File: src/rtl/exhaustive_sweep_checker_pkg.sv
// Shared types and helpers for the exhaustive sweep checker.
//   state_e    : sweep controller states
//   to_gray    : binary-to-Gray conversion of a sweep index
//   misr_step  : one MISR update, computed on a MAX_W-bit word and masked to sig_w bits
package exhaustive_sweep_pkg;

   localparam int unsigned MAX_W = 32;

   typedef logic [MAX_W-1:0] word_t;

   typedef enum logic [1:0] {IDLE, RUN, DONE} state_e;

   function automatic word_t to_gray(input word_t idx);
      return idx ^ (idx >> 1);
   endfunction

   // Callers zero-extend their operands to MAX_W and truncate the result back to sig_w.
   function automatic word_t misr_step(input word_t sig, input word_t resp, input word_t poly,
                                      input int unsigned sig_w);
      word_t mask;
      word_t nxt;
      logic  msb;
      mask = (sig_w >= MAX_W) ? '1 : ((word_t'(1) << sig_w) - word_t'(1));
      msb  = sig[5'(sig_w - 1)];
      nxt  = (sig << 1) ^ (msb ? poly : '0) ^ resp;
      return nxt & mask;
   endfunction

endpackage

File: src/rtl/exhaustive_sweep_checker_misr_reg.sv
// Multiple-input signature register.
//   clk, rst_n : clock and asynchronous active-low reset (loads SEED)
//   clear      : synchronous reload of SEED
//   enable     : advance one MISR step absorbing resp
//   resp       : response word, zero-extended into the signature
//   sig        : current signature
//   sig_next   : value sig takes on an enabled edge (used for the end-of-sweep compare)
module misr_reg
   import exhaustive_sweep_pkg::*;
#(
   parameter int unsigned      SIG_W = 16,
   parameter int unsigned      N_OUT = 2,
   parameter logic [SIG_W-1:0] POLY  = 16'h1021,
   parameter logic [SIG_W-1:0] SEED  = '0
) (
   input  logic             clk,
   input  logic             rst_n,
   input  logic             clear,
   input  logic             enable,
   input  logic [N_OUT-1:0] resp,
   output logic [SIG_W-1:0] sig,
   output logic [SIG_W-1:0] sig_next
);

   typedef logic [SIG_W-1:0] sig_t;

   sig_t sig_q;

   assign sig_next = sig_t'(misr_step(word_t'(sig_q), word_t'(resp), word_t'(POLY), SIG_W));
   assign sig      = sig_q;

   always_ff @(posedge clk or negedge rst_n) begin
      if (!rst_n) begin
         sig_q <= SEED;
      end else if (clear) begin
         sig_q <= SEED;
      end else if (enable) begin
         sig_q <= sig_next;
      end
   end

endmodule

File: config.mk
export PLATFORM = sky130hd
export DESIGN_NAME = misr_reg
export DESIGN_NICKNAME = d
export VERILOG_FILES = /design/src/rtl/exhaustive_sweep_checker_pkg.sv /design/src/rtl/exhaustive_sweep_checker_misr_reg.sv
export SDC_FILE = /design/constraint.sdc
export NUM_CORES = 1
export LEC_CHECK = 0
export CORE_ASPECT_RATIO = 1.2
export CORE_MARGIN = 5
export CORE_UTILIZATION = 42
export DETAILED_ROUTE_END_ITERATION = 6
export GPL_ROUTABILITY_DRIVEN = 1
export HOLD_SLACK_MARGIN = 0.05
export PLACE_DENSITY_LB_ADDON = 0.25
export SLEW_MARGIN = 30
export SYNTH_ARGS = -nofsm -noshare
export SYNTH_HDL_FRONTEND = slang
export SYNTH_SLANG_ARGS = --single-unit
File: constraint.sdc
create_clock -name clk -period 1.7 [get_ports clk]
set_input_delay 0.255 -clock clk [delete_from_list [all_inputs] [get_ports clk]]
set_output_delay 0.255 -clock clk [all_outputs]
set_load 0.01 [all_outputs]
==> results of run 1 <==
[synthesized netlist by cell type]
cell	number
nor2_1	16
a211oi_1	4
buf_4	13
dfrtp_1	16
clkbuf_1	1
buf_2	2
xnor2_1	4
mux2i_1	12
inv_1	4
[final timing paths]
path / start / to / slack (ps) / depth (start not counted)
worst max-delay path: sig[15] / sig_next[12] / 90 / 4
worst min-delay path: rst_n / sig[10] / 280 / 2
worst max register to register: sig[15] / sig[12] / 610 / 3
worst min register to register: sig[3] / sig[4] / 590 / 2
max in group asynchronous: rst_n / sig[15] / 1220 / 2
min in group clk: sig[3] / sig[4] / 590 / 2
[final cells by class]
cell class / count / area (µm²)
sequential: 16 / 402
timing repair buffer: 42 / 424
inverter: 4 / 15.0
multi-input combinational: 36 / 287
tap: 19 / 23.8
fill: 155 / 599
clock buffer: 4 / 36.3
[power groups by stage]
| stage | clock, mW | sequential [mW] | combinational, mW |
|---|---|---|---|
| 2_1_floorplan | 0 | 0.411 | 0.0561 |
| 3_3_place_gp | 0 | 0.408 | 0.122 |
| 3_5_place_dp | 0 | 0.408 | 0.124 |
| 4_1_cts | 0.260 | 0.400 | 0.127 |
| 5_1_grt | 0.282 | 0.403 | 0.138 |
| 6_report | 0.251 | 0.400 | 0.128 |
[per-stage QoR]
| step | std cells | hold slack (ps) | total power, mW | utilization |
|---|---|---|---|---|
| global placement | 114 | 551 | 0.530 | 0.606 |
| global route | 121 | 298 | 0.823 | 0.665 |
| detailed placement | 114 | 564 | 0.532 | 0.606 |
| floorplan | 72 | -40.6 | 0.467 | - |
| CTS | 119 | 277 | 0.787 | 0.634 |
| finish | 121 | 280 | 0.779 | 0.665 |
[cell families after synthesis]
family / Yosys count / share of synthesized area
flops: 16 / 0.519
xor+xnor: 4 / 0.0454
compound gates: 4 / 0.0389
simple gates: 16 / 0.0778
buf+inv: 20 / 0.164
mux: 12 / 0.156
[critical path, delay by kind of cell, from the launching register on]
family / cells / cell delay (ps)
xor+xnor: 1 / 130
buf+inv: 3 / 480
flops: 1 / 450
[per-layer routing]
metal	vias up	global-route usage	share of wire
met5	-	0	0
met4	0	0.0577	0.016
met3	2	0.0287	0.063
met2	22	0.210	0.52
met1	268	0.155	0.40
li1	283	-	-
[repair_timing]
| action | CTS | global route |
|---|---|---|
| buffers inserted | 1 | 2 |
| endpoints found under the setup margin | 4 | 2 |
| endpoints found under the hold margin | 0 | 0 |
| resized for setup | 4 | 7 |
| hold buffers | 0 | 0 |
[cell usage in the layout, fill, tap and decap left out]
master,synthesis,final
a211oi_1,4,4
buf_4,13,4
dlymetal6s2s_1,0,2
dfrtp_2,0,1
clkdlybuf4s50_1,0,33
buf_12,0,1
clkbuf_4,0,3
mux2i_1,12,12
nor2_1,16,16
dlygate4sd2_1,0,1
xnor2_2,0,3
dfrtp_1,16,15
xnor2_4,0,1
clkbuf_8,0,1
inv_1,4,4
clkdlybuf4s15_1,0,1
==> flow_summary.ini, run 1 <==
[clock_tree]
clock_latency_ps = 280
cts_buffers = 3
path_clk_slew_ps = 90
cts_tree = yes
cts_max_path_buffers = 2
htree_levels = 1
clock_sinks = 16
root_buffer = clkbuf_4

[detailed_routing]
dr.first_iter.drc_count = 6
dr.pass1.iters = 4
drc_errors = 0
ant_nets = 0
num_vias = 575
wirelength_um = 1650
avgViaCountPerCell = 4.75
detail_route.wl_per_cell_um = 13.7

[timing]
timing.fmax_mhz = 623
hold_viol = 0
layout_setup_ws_ps = 94.0
clock-skew-final_ps = 1.83
max_slew_margin = 0.629
period_needed_ps = 1610
finalSetupViolCount = 0
tightest_slew_ps = 554
finalCritPeriodShare = 0.945
rsz0062_at_grt = false
slew_violations = 0
tns_ps = 0

[global_route]
grt_pass1_vias = 586
antenna_found_initial = 0
grt_overflow_total = 0
grt_start_max_net_pins = 21
grt_first_pass_wirelength_um = 2800
grt_usage = 0.127

[critical_path]
end_kind = primary output
path_max_fanout = 4
cp.arrival_ps = 1350
cpMaxStageDelayCell = dfrtp_2
path_cells = buf_4, xnor2_2, inv_1, dlygate4sd2_1
critPathMaxStageDelay_ps = 450
start_kind = register
criticalPathCategory = register to primary output
worstPathRequired_ps = 1440

[flow_run]
drv_cap = 0

[min_path]
min_path_type = primary input to async pin

[floorplan]
die_w_um = 49.1
start_util = 0.432
die_y_um = 57.0
dieArea_um2 = 2800
ioPinCount = 38
coreArea_um2 = 1790
rows = 17

[yosys]
synthCells = 72
ys_seq_area_frac = 0.519
synth_nets = 78
ys_ff_latch = 16
yosys_warnings = 0
synth.avg_cell_area_um2 = 10.7
synth_area_leaders = dfrtp_1 (52%), mux2i_1 (16%), buf_4 (13%), nor2_1 (7.8%), xnor2_1 (4.5%)
synth_top_area_frac = 0.519
netlist-cell-type-count = 9
syn_area_um2 = 772
yosys.area.top_type = dfrtp_1

[placement]
place_area_um2 = 1080
gp_congestion = 0.642
place_ws_ps = 38.4
numPortBuffers = 37
post-dp-hpwl_um = 1200

[status]
status = finished, final reports clean

[power]
combPwrFrac = 0.164
pwr_density_cell_nw_per_um2 = 656
clockPowerShare = 0.322
power.leakage_nw = 0.573
vdd_drop_max_v = 0.000523
swShare = 0.238
power_switching_uw = 186
p_seq_frac = 0.514
p_int_uw = 593

[final_layout]
finalNetCount = 109
largest_reg_flops = 16
area_growth_syn_to_layout_pct = 53.8
diodes = 0
fin_area_um2 = 1190
drive_above_1_share = 0.137
No activity file was read; power rests on OpenSTA's default activity.
==> run 2, diff against run 1 <==
Settings changed: CORE_ASPECT_RATIO 1.2 to unset.
==> run 2 against run 1 <==
Effect of this change: clock skew is 2.4 ps higher; first-iteration DRC count rose by 100%; sequential cell count unchanged; total power down 7.0%; clock power is 23% lower; sequential power about the same; worst setup slack worse by 21 ps; final area shrank 0.32%; global-route usage up 1.4 points; die area is 0.13% lower; critical endpoint is now sig[15].
==> flow_summary.ini, run 2 (same netlist as run 1, synthesis figures left out) <==
[status]
status = finished, final reports clean

[placement]
post-dp-hpwl_um = 1210
place_ws_ps = 21.3
gp_congestion = 0.675
place_area_um2 = 1090
numPortBuffers = 37

[floorplan]
die_w_um = 52.9
dieArea_um2 = 2800
coreArea_um2 = 1750
rows = 15
ioPinCount = 38
start_util = 0.442
die_y_um = 52.9

[critical_path]
cpMaxStageDelayCell = clkdlybuf4s50_1
path_cells = buf_4, clkdlybuf4s50_1
reg2regPathDepth = 3
start_kind = register
end_kind = primary output
critPathMaxStageDelay_ps = 540
path_max_fanout = 3
criticalPathCategory = register to primary output
cp.arrival_ps = 1370
worstPathRequired_ps = 1440
r2r-start = sig[15]
ff2ff_setup_slack_ps = 590
regToRegEndpoint = sig[12]

[min_path]
min_path_type = primary input to async pin

[timing]
period_needed_ps = 1630
hold_viol = 0
rsz0062_at_grt = false
finalCritPeriodShare = 0.957
holdWs_ps = 283
slew_violations = 0
finalSetupViolCount = 0
layout_setup_ws_ps = 72.7
clock-skew-final_ps = 4.23
tns_ps = 0
timing.fmax_mhz = 615
max_slew_margin = 0.621
tightest_slew_ps = 567

[flow_run]
drv_cap = 0

[final_layout]
diodes = 0
layout_commonest_cell = clkdlybuf4s50_1
drive_above_1_share = 0.137
finalNetCount = 110
layout_common_cells = clkdlybuf4s50_1 (33), nor2_1 (16), dfrtp_1 (15)
seq_area_um2 = 402
multiInputGateArea_um2 = 287
fillers = 148
area_growth_syn_to_layout_pct = 53.3
fin_area_um2 = 1180
largest_reg_flops = 16

[power]
pwr_density_cell_nw_per_um2 = 612
power.leakage_nw = 0.567
vdd_drop_max_v = 0.000431

[clock_tree]
clock_sinks = 16
path_clk_slew_ps = 90
root_buffer = clkbuf_4
cts_hold_buf = 0
htree_levels = 1
cts_max_path_buffers = 2
clock_latency_ps = 280
cts_buffers = 3
cts_tree = yes

[detailed_routing]
ant_nets = 0
avgViaCountPerCell = 4.65
detail_route.wl_per_cell_um = 13.8
dr.first_iter.drc_count = 12
dr.pass1.iters = 4
wirelength_um = 1750
num_vias = 591
drc_errors = 0

[global_route]
antenna_found_initial = 0
grt_usage = 0.141
grt_pass1_vias = 596
grt_first_pass_wirelength_um = 2900
grt_overflow_total = 0
grt_start_max_net_pins = 21
==> run 2: changes by cell type in the layout (fill, tap and decap cells not counted) <==
cell and delta:
dlygate4sd2_1 +2, buf_4 +1, clkbuf_8 -1, clkdlybuf4s15_1 -1, dlymetal6s2s_1 -1
==> run 2: repair_timing <==
item                       in CTS  in global routing
gates cloned                    0                  0
buffers inserted                2                  2
pin swaps                       0                  0
gates resized for setup         7                  3
setup endpoints to repair       4                  3
==> run 2: power breakdown <==
| part | internal, mW | total [mW] | switching (mW) |
|---|---|---|---|
| Clock | 0.0822 | 0.194 | 0.112 |
| Sequential | 0.390 | 0.400 | 0.00991 |
| Combinational | 0.0732 | 0.131 | 0.0573 |
| Total | 0.546 | 0.724 | 0.179 |
==> run 2: layout make-up <==
cell class,instances,area share
Timing Repair Buffer,43,0.360
Clock buffer,3,0.0190
Multi-Input combinational cell,36,0.242
Sequential cell,16,0.339
Inverter,4,0.0127
Tap cell,25,0.0264
==> run 2: routing by layer <==
metal  vias to the layer above  wire length, µm  global-route usage
li1                        279                -                   -
met1                       284              778               0.183
met2                        26              833               0.229
met3                         2              126              0.0310
met4                         0               10              0.0511
met5                         -                0                   0
==> run 2: per-stage QoR <==
| step | utilization | instances | power [mW] |
|---|---|---|---|
| 2_1_floorplan | - | 72 | 0.467 |
| 3_3_place_gp | 0.624 | 120 | 0.530 |
| 3_5_place_dp | 0.624 | 120 | 0.532 |
| 4_1_cts | 0.657 | 125 | 0.727 |
| 5_1_grt | 0.678 | 127 | 0.759 |
| 6_report | 0.678 | 127 | 0.724 |
==> run 2: worst max-delay path by stage <==
stage | from | end | slack, ps
6_report | sig[15] | sig[15] | 70
2_1_floorplan | sig[15] | sig_next[0] | 700
4_1_cts | resp[1] | sig_next[1] | 30
3_5_place_dp | resp[0] | sig_next[0] | 20
3_3_place_gp | resp[0] | sig_next[0] | 30
5_1_grt | sig[15] | sig_next[0] | 7
==> run 2: worst max-delay path: cells and delay by family (launching register included) <==
| family | cells | cell delay [ps] |
|---|---|---|
| buf+inv | 2 | 700 |
| flops | 1 | 390 |
